$ cat src/rtl/random_gen.sv
// Free-running Galois LFSR that supplies a pseudo-random victim block index
// to the cache controller's random-replacement path.
module random_gen #(
  parameter int                OUT_W  = 4,
  parameter int                LFSR_W = 32,
  parameter logic [LFSR_W-1:0] TAPS   = 32'hA300_0000,
  parameter logic [LFSR_W-1:0] SEED   = 32'hACE1_2345
) (
  input  logic             clk,
  input  logic             rst_n,
  output logic [OUT_W-1:0] rand_out
);

  // An all-zero state would lock the LFSR, so a zero seed is replaced by 1.
  localparam logic [LFSR_W-1:0] RESET_VAL =
    (SEED == '0) ? {{(LFSR_W-1){1'b0}}, 1'b1} : SEED;

  logic [LFSR_W-1:0] lfsr_q;
  logic [LFSR_W-1:0] lfsr_d;

  always_comb begin
    lfsr_d = lfsr_q >> 1;
    if (lfsr_q == '0) begin
      lfsr_d = RESET_VAL;
    end else if (lfsr_q[0]) begin
      lfsr_d = (lfsr_q >> 1) ^ TAPS;
    end
  end

  always_ff @(posedge clk or negedge rst_n) begin
    if (!rst_n) begin
      lfsr_q <= RESET_VAL;
    end else begin
      lfsr_q <= lfsr_d;
    end
  end

  assign rand_out = lfsr_q[OUT_W-1:0];

endmodule

$ cat config.mk
export PLATFORM = sky130hd
export DESIGN_NAME = random_gen
export DESIGN_NICKNAME = d
export VERILOG_FILES = /design/src/rtl/random_gen.sv
export SDC_FILE = /design/constraint.sdc
export NUM_CORES = 1
export LEC_CHECK = 0
export CAP_MARGIN = 10
export CORE_MARGIN = 3
export CORE_UTILIZATION = 45
export DETAILED_ROUTE_END_ITERATION = 8
export GPL_ROUTABILITY_DRIVEN = 0
export GPL_TIMING_DRIVEN = 0
export PLACE_DENSITY = 0.69
export SLEW_MARGIN = 30
export SYNTH_ARGS = -nofsm -noshare
export SYNTH_HDL_FRONTEND = slang
export SYNTH_SLANG_ARGS = --single-unit
$ cat constraint.sdc
create_clock -name clk -period 1.4 [get_ports clk]
set_clock_uncertainty 0.2 [all_clocks]
set_input_delay 0.28 -clock clk [delete_from_list [all_inputs] [get_ports clk]]
set_output_delay 0.28 -clock clk [all_outputs]
set_load 0.01 [all_outputs]
### Word level (Yosys, flattened, before mapping)

Index checks and enable logic that the tools add are counted.

| storage, ports and cells | value |
|---|---|
| register bits | 32 |
| input bits | 2 |
| logic and storage cells | 5 |

| cells by class | value |
|---|---|
| multiplexer cells | 2 |
| reductions and logical operators | 1 |
| bitwise gates (word level) | 1 |

Operators with widths:

| kind | number |
|---|---|
| 32-bit 2-to-1 mux | 2 |
| 32-bit zero test | 1 |
| 3-bit inverter with 4-bit output | 1 |

### Depth between registers and ports, before layout

| logic depth | value |
|---|---|
| word-level depth | 3 |
| gate-level depth with buffers | 4 |

### Worst setup path before layout

OpenSTA, ideal clock, no wires.

| path | value |
|---|---|
| path kind | flip-flop to flip-flop |
| start | register lfsr_q[3] |
| end | register lfsr_q[13] |
| data required time | 1.127 ns |
| clock period less this slack | 1.394 ns |
| arrival time | 1.120 ns |
| cell stages (with the launch flop) | 5 |
| path slack | 0.006 ns |
| path buffers | 1 |
| library setup time | 0.073 ns |
| path through | dfrtp_1 nor4_1 nand4_1 buf_6 o21bai_1 |

| on the way | value |
|---|---|
| cells in the longest elaborated chain, start to end | 2 |

Ends and longest elaborated chain:

| what | line | source |
|---|---|---|
| start: declaration | 18 | `logic [LFSR_W-1:0] lfsr_q;` |
| start signal: assignment | 34 | `lfsr_q <= lfsr_d;` |
| 32-bit zero test | 23 | `if (lfsr_q == '0) begin` |
| 32-bit 2-to-1 mux | 23 |  |
| via lfsr_d[13] | 19 | `logic [LFSR_W-1:0] lfsr_d;` |

The timed path passes the listed nets, and every way through them passes these cells.

### Worst setup path after layout

Same ends and word-level chain as after synthesis.

==> results.ini <==
[floorplan]
die_h_um=56.0
floorplan.core_area_um2=2300
io_pins=6
die_width_um=56.0
initial_core_utilization=0.489
dieArea_um2=3130
placement_rows=17

[pwr]
power.ir.vdd_worst_uv=772
static-leakage-power_nw=0.552
p_per_area_nw_per_um2=1060
total_power_mw=1.46

[final_layout]
largest_register=lfsr_q
final_design_area_no_fill_um2=1390
largest_register_ffs=32
filler_cell_count=187
layout_commonest_cell=sky130_fd_sc_hd__dfrtp_1
area_growth_pct=23.4
mostFrequentLayoutCells=sky130_fd_sc_hd__dfrtp_1 (18), sky130_fd_sc_hd__clkbuf_1 (16), sky130_fd_sc_hd__dfstp_2 (14)
post_route_cells_drive_above_1_share=0.427
biggestRegsByFlops=lfsr_q x32
antenna-diode-count=0
finalNonFillerCells=131
num-nets-final=104

[route]
finalWirelength_mm=1.72
drc=0
detailedRoute.firstIterationViolations=7
detail_route.wl_per_cell_um=13.2
vias_per_cell=4.89
1st_pass_router_iterations=4
postRouteAntennaNets=0
number_of_vias_after_detailed_routing=640

[timing]
clock.fmax_mhz=652
setup-violations-final=18
grt_setup_unrepaired=yes
timing_max_transition_violations_final=0
period_share=1.10
max_slew.worst_pin.slew_ps=680
final_period_minus_worst_setup_slack_ps=1530
timing.final.hold_violations=0
normalized_max_slew_margin=0.547
timing.final.ws_setup_ps=-133

[grt]
grt_peak_use_layer=met2
global_route.usage.total=0.135
global_route.usage.met2=0.199
number_of_global_route_vias_before_repair=695
grt_pass1_wl_mm=3.12
grt-ovfl-total=0
number_of_antenna_violations_at_the_first_check_in_global_routing=0
grt_util_met1=0.173
grt.met3_usage=0.0487
grt_max_degree=33

[status]
run_status=complete, but fails checks
failed_checks=negative setup slack

[logic_synthesis]
synth_cell_type_count=13
synthesis.area_per_instance_um2=13.9
synthesis.instances=81
synth.cell_area_um2=1120
ys_ff_latch=32
ys_seq_area_frac=0.728
synth_warnings=0
synthesis.nets=83

[placed_design]
numPortBuffers=5
place_inst=114
place.detailed.hpwl_mm=1.03
pre_cts_slack_ps=-305
place_area_um2=1200

[worst_setup_path]
critical_path.most_common_cell=sky130_fd_sc_hd__buf_6
crit_path_end_kind=flip-flop
cp_data_required_time_ps=1440
timing.critical_path.max_delay_family=simple AND/OR/NAND/NOR gates
timing.critical_path.arrival_ps=1570
worst_setup_path_category=reg -> reg
crit_fanout=10
worstSetupStartpointType=flip-flop
worstPathCellList=buf_6 -> nor4_2 -> nand4_1 -> buf_6 -> o21bai_1
critPathBufInv=2
worst_path_largest_cell_delay_ps=390
slowest_stage=sky130_fd_sc_hd__dfrtp_1

[clock_network]
root_buffer=sky130_fd_sc_hd__clkbuf_4
clock_tree_from_tritoncts=built
total_clock_buffers_created_by_cts=5
clock_tree.htree_level_count=2
cts.clk_slew.worst_paths_ps=80
clkLatencyLatePin_ps=320
cts.sink_count=32
cts_max_path_buffers=2

[min_path]
min-delay-path-class=reg -> reg

[run]
drv_cap=0

-- Yosys cell counts --
cell type,n,area share
sky130_fd_sc_hd__buf_4,4,0.027
sky130_fd_sc_hd__clkbuf_1,14,0.047
sky130_fd_sc_hd__buf_2,2,0.0089
sky130_fd_sc_hd__o21ai_0,1,0.0045
sky130_fd_sc_hd__o21bai_1,13,0.087
sky130_fd_sc_hd__dfstp_2,14,0.33
sky130_fd_sc_hd__xnor2_1,1,0.0078
sky130_fd_sc_hd__buf_6,1,0.010
sky130_fd_sc_hd__nand4_1,2,0.011
sky130_fd_sc_hd__dlygate4sd3_1,1,0.0089
sky130_fd_sc_hd__xor2_1,2,0.016
sky130_fd_sc_hd__dfrtp_1,18,0.40
sky130_fd_sc_hd__nor4_1,8,0.045
-- power breakdown --
part | switching, mW | leakage (nW) | internal, mW | total, mW
clock | 0.272 | 0.0326 | 0.248 | 0.519
sequential | 0 | 0.357 | 0.926 | 0.926
combinational | 0.0167 | 0.163 | 0.00279 | 0.0195
total | 0.288 | 0.552 | 1.18 | 1.46
-- layer usage --
| metal | up-vias | part of all wire |
|---|---|---|
| met1 | 324 | 0.49 |
| met5 | - | 0 |
| met4 | 0 | 0.016 |
| met3 | 5 | 0.030 |
| met2 | 8 | 0.46 |
| li1 | 303 | - |
-- logic make-up after synthesis --
logic type | after synthesis | synth area share
simple gates | 10 | 0.0557
compound gates | 14 | 0.0913
flops | 32 | 0.728
buf+inv | 22 | 0.101
xor+xnor | 3 | 0.0234
-- cell type report --
class,instances,area (um^2),share of cell area
Buffer,22,129,0.0930
Clock buffer,8,58.8,0.0424
Multi-Input combinational cell,27,221,0.160
Sequential cell,32,818,0.590
Tap cell,28,35.0,0.0253
Timing Repair Buffer,14,124,0.0894
-- what timing repair did --
item / CTS / global route
hold endpoints to repair: 18 / 0
gates resized for setup: 29 / 1
setup buffers: 8 / 0
endpoints found under the setup margin: 18 / 18
hold buffers: 1 / 0
pin swaps: 4 / 3
-- metrics by stage --
stage	TNS, ps	util	hold WS [ps]
after floorplan	0	-	-216
after global placement	-19950	0.526	235
after global routing	-3800	0.603	283
after detailed placement	-3510	0.524	155
final	-1950	0.603	260
after CTS	-1970	0.599	265
-- worst paths after layout --
kind	start	cells past startpoint	slack (ps)	end
min reg2reg	lfsr_q[4]	1	260	lfsr_q[3]
min	lfsr_q[4]	1	260	lfsr_q[3]
max reg2reg	lfsr_q[3]	5	-130	lfsr_q[13]
max	lfsr_q[3]	5	-130	lfsr_q[13]
min in group asynchronous	rst_n	2	330	lfsr_q[1]
max in group asynchronous	rst_n	2	230	lfsr_q[3]
Power figures use the tool's default switching activity.
